## src/rtl/flag_stack.sv

```systemverilog
// flag_stack: status flag register with a shadow stack. The stack saves and
// restores the flags across interrupt entry and return.
// Optional feature: define FLAG_STACK_ERR_EN to get the sticky overflow and
// underflow error flags. Without it STK_OVF/STK_UNF are constant 0, and a
// push while full or a pop while empty is still dropped.
module flag_stack #(
  parameter int NFLAGS = 2,
  parameter int DEPTH  = 4,
  parameter int CW     = $clog2(DEPTH + 1)
) (
  input  logic              CLK,
  input  logic              RST,
  input  logic [NFLAGS-1:0] FLG_IN,
  input  logic [NFLAGS-1:0] FLG_SET,
  input  logic [NFLAGS-1:0] FLG_CLR,
  input  logic [NFLAGS-1:0] FLG_LD,
  input  logic              FLG_LD_SEL,
  input  logic              FLG_PUSH,
  input  logic              FLG_POP,
  output logic [NFLAGS-1:0] FLAGS,
  output logic [CW-1:0]     STK_CNT,
  output logic              STK_EMPTY,
  output logic              STK_FULL,
  output logic              STK_OVF,
  output logic              STK_UNF
);

  localparam int            AW      = (DEPTH > 1) ? $clog2(DEPTH) : 1;
  localparam logic [CW-1:0] CNT_MAX = CW'(DEPTH);

  logic [NFLAGS-1:0] flags_q, flags_d;
  logic [CW-1:0]     cnt_q, cnt_d;
  logic [NFLAGS-1:0] stack_q [DEPTH];
  logic [NFLAGS-1:0] tos;
  logic [AW-1:0]     tos_idx;
  logic [AW-1:0]     wr_idx;
  logic              wr_en;
  logic              empty, full;

  assign empty   = (cnt_q == '0);
  assign full    = (cnt_q == CNT_MAX);
  assign tos_idx = AW'(cnt_q - CW'(1));
  // An empty stack reads as zero, so entries left over from before a reset stay hidden.
  assign tos     = empty ? '0 : stack_q[tos_idx];

  // Per-bit next flag value, priority clear > set > load.
  always_comb begin
    // NOTE: every always_comb output is given a default first so that no path infers a latch.
    flags_d = flags_q;
    for (int i = 0; i < NFLAGS; i++) begin
      if (FLG_CLR[i])     flags_d[i] = 1'b0;
      else if (FLG_SET[i]) flags_d[i] = 1'b1;
      else if (FLG_LD[i])  flags_d[i] = FLG_LD_SEL ? tos[i] : FLG_IN[i];
    end
  end

  // Stack pointer and write port. Push+pop on a non-empty stack replaces the TOS.
  always_comb begin
    cnt_d  = cnt_q;
    wr_en  = 1'b0;
    wr_idx = AW'(cnt_q);
    if (FLG_PUSH && FLG_POP && !empty) begin
      wr_en  = 1'b1;
      wr_idx = tos_idx;
    end else if (FLG_PUSH) begin
      if (!full) begin
        wr_en = 1'b1;
        cnt_d = cnt_q + CW'(1);
      end
    end else if (FLG_POP) begin
      if (!empty) cnt_d = cnt_q - CW'(1);
    end
  end

  // Flag and count registers. A synchronous reset overrides every request.
  always_ff @(posedge CLK) begin
    // NOTE: sequential state uses non-blocking assignments so that all registers sample pre-edge values.
    if (RST) begin
      flags_q <= '0;
      cnt_q   <= '0;
    end else begin
      flags_q <= flags_d;
      cnt_q   <= cnt_d;
    end
  end

  // Shadow stack storage. A push always saves the flags as they were before the edge.
  always_ff @(posedge CLK) begin
    // NOTE: stack storage is not reset; the count returns to 0 and the zero-TOS read masks stale data.
    if (wr_en) stack_q[wr_idx] <= flags_q;
  end

`ifdef FLAG_STACK_ERR_EN
  logic ovf_q, unf_q;
  logic ovf_evt, unf_evt;

  assign ovf_evt = FLG_PUSH && !FLG_POP && full;
  assign unf_evt = FLG_POP && !FLG_PUSH && empty;

  // Sticky error flags. Only reset clears them.
  always_ff @(posedge CLK) begin
    if (RST) begin
      ovf_q <= 1'b0;
      unf_q <= 1'b0;
    end else begin
      if (ovf_evt) ovf_q <= 1'b1;
      if (unf_evt) unf_q <= 1'b1;
    end
  end

  assign STK_OVF = ovf_q;
  assign STK_UNF = unf_q;
`else
  assign STK_OVF = 1'b0;
  assign STK_UNF = 1'b0;
`endif

  assign FLAGS     = flags_q;
  assign STK_CNT   = cnt_q;
  assign STK_EMPTY = empty;
  assign STK_FULL  = full;

endmodule
```

## config.mk

```make
export PLATFORM = sky130hd
export DESIGN_NAME = flag_stack
export DESIGN_NICKNAME = d
export VERILOG_FILES = /design/src/rtl/flag_stack.sv
export SDC_FILE = /design/constraint.sdc
export NUM_CORES = 1
export LEC_CHECK = 0
export CAP_MARGIN = 10
export CORE_UTILIZATION = 51
export DETAILED_ROUTE_END_ITERATION = 12
export PLACE_DENSITY = 0.95
export SLEW_MARGIN = 20
export SYNTH_ARGS = -nofsm -noshare
export SYNTH_HDL_FRONTEND = slang
export SYNTH_SLANG_ARGS = --single-unit
export TNS_END_PERCENT = 1
```

## constraint.sdc

```tcl
create_clock -name CLK -period 2.84 [get_ports CLK]
set_input_delay 0.568 -clock CLK [delete_from_list [all_inputs] [get_ports CLK]]
set_output_delay 0.568 -clock CLK [all_outputs]
set_load 0.03 [all_outputs]
```

# == Word level (Yosys, flattened, before mapping) ==
# Memories as Yosys holds them, arrays and structs flattened.
# Cells that the tools add are included.
# op_classes
n_reduce_logical,10
shift,0
n_bitwise,1
n_lt_le_gt_ge,0
n_mul,0
muxes,17
n_addsub,2
div_mod_pow,0
n_eq_ne,3
# op_table
operator,n
2-to-1 mux 3 bit,4
2-to-1 mux 1 bit,11
nonzero test 2 bit,3
2-to-1 mux 2 bit,2
"inequality test 2 bit, second input constant",2
AND reduction 4 bit,1
OR reduction 2 bit,2
"adder 3 x 1 -> 3 bit, second input constant",1
"equality test 3 bit, second input constant",1
logical NOT 3 bit,1
"subtractor 3 x 1 -> 3 bit, second input constant",1
logical AND 1 bit,2
logical NOT 1 bit,1
inverter 1 bit,1
# word_totals
memories,1
register_bits,5
wordCells,37
latch_bits,0
mem_bits_ro,0
out_inout_bits,9
ram_bits,8
# memory_table
memory,depth,word_bits,read_ports,rd_ports_with_merged_regs,wr,line_no,rtl
stack_q,4,2,1,0,1,33,logic [NFLAGS-1:0] stack_q [DEPTH];

# == Logic depth before layout (Yosys ltp) ==
# logic_depth
depth_word,6
depth_mapped,8
depth_no_buf,7

# == Least setup slack after synthesis ==
# No wires, ideal clock.
# synth_path
path_kind,reg2reg
from,reg cnt_q[0] (netlist: STK_CNT[0])
to,"mem stack_q[0][0], enable pin"
slack_ns,0.874
setup_ns,0.309
path_stages_with_launch,8
n_path_buf,1
t_arrival_ns,1.658
cell_sequence,dfxtp_1 > inv_1 > ha_1 > clkbuf_4 > nand2b_4 > nand3_1 > xnor2_1 > nor2_1
# synth_via
elab_chain_len,6
word_cells_on_any_way,11
# synth_lines
element,line_no,rtl
from (decl),32,"logic [CW-1:0] cnt_q, cnt_d;"
from (signal assigned),83,cnt_q <= cnt_d;
equality test 3 bit / logical NOT 3 bit (equally long branches),"41, 40",
2-to-1 mux 1 bit / logical NOT 1 bit (equally long branches),-,
2-to-1 mux 1 bit / logical AND 1 bit (equally long branches),"65, 62",
2-to-1 mux 1 bit,62,if (FLG_PUSH && FLG_POP && !empty) begin
2-to-1 mux 1 bit,90,if (wr_en) stack_q[wr_idx] <= flags_q;
2-to-1 mux 1 bit (not written as such),90,
to (decl),33,
# Parallel ways exist; a longest one is shown, timed or not.

# == Worst setup path in the final report ==
# layout_path
from,reg cnt_q[0] (netlist: STK_CNT[0])
to,out STK_EMPTY
# layout_via
elab_chain_len,1
# layout_lines
element,line_no,rtl
logical NOT 3 bit,40,assign empty = (cnt_q == '0);
to (decl),22,"output logic STK_EMPTY,"
# Every way passes these cells.

==> flow_summary.toml <==
[sta]
timing.final.setup_violations = 0
fin_crit_ps = 2731
grt_setup_unrepaired = "false"
fin_worst_skew_ps = 8.610
tns_ps = 0
slew_viol_final = 0
final_report_hold_violation_count = 0
layout_worst_path_cycle_share_pct = 96.18
max_clock_freq_mhz = 366.1

[global_routing]
grt_remaining_overflow = 0
antenna_found_initial = 0
first_pass_grt_wire_length_um = 2946
first_global_vias = 645
pin_count_of_the_biggest_net_entering_global_routing = 11
grtUsageTotal_pct = 21.94

[drt]
avgRoutedWirePerCell_um = 15.34
avgViaCountPerCell = 5.965
drc = 0
drt_pre_antenna_iters = 4
route.final.wire_length_um = 1749
drt_iter0_drc = 45
route.antenna.remaining_nets = 0
num_vias = 680

[pwr]
power.density_cell_area_nw_per_um2 = 1023
worst_ir_drop_vdd_v = 0.0008445
power.static_leakage_nw = 0.3846

[setup_path]
critPathCaptureType = "primary output"
timing.critical_path.fanout_max = 9
cp_data_required_time_ps = 2270
critical_path_class = "flop to primary output"
worstSetupStartpointType = "flop"
worst-endpoint-arrival_ps = 2160

[clocking]
cts_htree_levels = 1
cts-root-buf = "sky130_fd_sc_hd__clkbuf_4"
clock_tree_from_tritoncts = "yes"
post_cts_resized = 0
cts_sinks = 13
cts_inserted_buffers = 3
cts.clk_slew.worst_paths_ps = 80
post-cts-setup-buffers = 0
clock_path_buffers = 2
cts_hold_buffers = 0
clock_latency_ps = 290

[die]
die_area_sq_um = 1828
die_wd_um = 42.76
area_of_the_core_sq_um = 1524
site_rows = 14
floorplan.die.height_um = 42.76
boundaryPins = 22
start_util_pct = 55.58

[final_layout]
layout.cells.most_common = "sky130_fd_sc_hd__clkdlybuf4s50_1"
fin_nets = 115
area_growth_pct = 21.12
antenna_cells = 0
final_util_pct = 67.32
finalNonFillerCells = 114
drive_gt1_share_pct = 11.22
fillCellCount = 107
most-common-layout-cells = "sky130_fd_sc_hd__clkdlybuf4s50_1 (19), sky130_fd_sc_hd__nor2_1 (8), sky130_fd_sc_hd__edfxtp_1 (8)"

[placed_design]
gp_congestion = 0.9050
dpl.cell_count = 110
dp_hpwl_um = 1306
port_buffers = 19

[logic_synthesis]
synth_cell_type_count = 36
synthesis.instances = 81
post_synth_instance_area_sq_um = 847.1
synth.yosys.warnings = 0
synth.ff_latch_count = 13
yosys.area.top_type_share_pct = 28.36
synth_largest_area_cell = "sky130_fd_sc_hd__edfxtp_1"
synth.yosys.seq_area_share_pct = 40.18
syn_area_per_cell_sq_um = 10.46
synth_top_cells_by_area = "sky130_fd_sc_hd__edfxtp_1 (28%), sky130_fd_sc_hd__dfxtp_1 (12%), sky130_fd_sc_hd__mux2_2 (5.3%)"

[run]
maxCapViolations = 0

[hold_path]
hold_path.class = "flop to flop"

[run_status]
outcome = "complete, no violations"
-- worst paths after layout --
path,start,to,slack [ps],depth (start not counted)
worst max register to register,STK_CNT[0],stack_q[2][1],760,6
worst max-delay path,STK_CNT[0],STK_EMPTY,110,5
worst min-delay path,FLAGS[1],stack_q[0][1],540,0
worst min register to register,FLAGS[1],stack_q[0][1],540,0
-- synth_stat cells, drive strengths merged --
cell / count
a211o: 1
and3: 2
nand4bb: 1
nand2b: 3
ha: 3
nand3: 1
a221oi: 3
xnor2: 4
maj3: 1
buf: 6
clkbuf: 1
o31ai: 1
edfxtp: 8
nor2: 8
o22ai: 1
conb: 1
nor3: 2
a21o: 1
and2: 1
nor2b: 2
inv: 5
a32o: 2
a31oi: 1
o211ai: 1
nor4: 2
mux2i: 1
dfxtp: 5
mux2: 4
o21ai: 2
nand3b: 2
nand2: 4
o21bai: 1
-- cell families (layout without fill, tap and decap cells) --
logic type / count (synthesis) / after routing / share of synthesized area (%)
buffers and inverters: 12 / 28 / 9.453
xor gates and xnor gates: 4 / 4 / 4.135
other: 1 / 2 / 0.4427
DFF: 13 / 13 / 40.18
and+or+nand+nor: 28 / 28 / 20.23
adders and majority gates: 4 / 4 / 5.614
muxes: 5 / 5 / 6.499
AOI/OAI and AO/OA: 14 / 14 / 13.44
-- area by class of cell --
cell class	count	area (sq um)	area share, %
multi-input combinational	57	430.4	41.95
sequential	13	340.3	33.17
timing repair buffer	19	190.2	18.54
clock buffer	4	26.28	2.561
tap	16	20.02	1.951
inverter	5	18.77	1.829
-- worst max-delay path, cell delays in order, from the launching register on --
cell	delay (ps)
sky130_fd_sc_hd__dfxtp_1	380
sky130_fd_sc_hd__inv_1	170
sky130_fd_sc_hd__ha_1	470
sky130_fd_sc_hd__nand2b_4	120
sky130_fd_sc_hd__inv_1	80
sky130_fd_sc_hd__clkdlybuf4s50_1	660
-- flip-flops by register name, indices dropped and copies added, names as in the netlist --
| register | flops |
|---|---|
| stack_q | 8 |
| FLAGS | 2 |
| STK_CNT | 3 |
-- where the power goes --
group | internal, W | switching [W]
clock network | 0.0000547 | 0.0000645
logic | 0.000281 | 0.000354
registers | 0.000256 | 0.0000400
total | 0.000591 | 0.000459
-- metal layers --
layer	share of wire [%]	track usage (%)	wire [um]
met5	0	0	0
met4	1.8	11.88	31
met3	4.5	4.255	79
met2	47	34.85	828
met1	46	27.87	809
-- through the flow --
step | power [W] | cell area, sq um | hold WS, ps | setup slack [ps]
CTS | 0.001040 | 1026 | 532.4 | 114.4
floorplan | 0.0007733 | 850.8 | 637.4 | 873.8
finish | 0.001050 | 1026 | 536.2 | 108.5
detailed placement | 0.0009200 | 999.7 | 532.8 | 446.3
global route | 0.001102 | 1026 | 547.3 | 13.21
global placement | 0.0008976 | 999.7 | 517.1 | 520.1
Power figures use the tool's default switching activity.
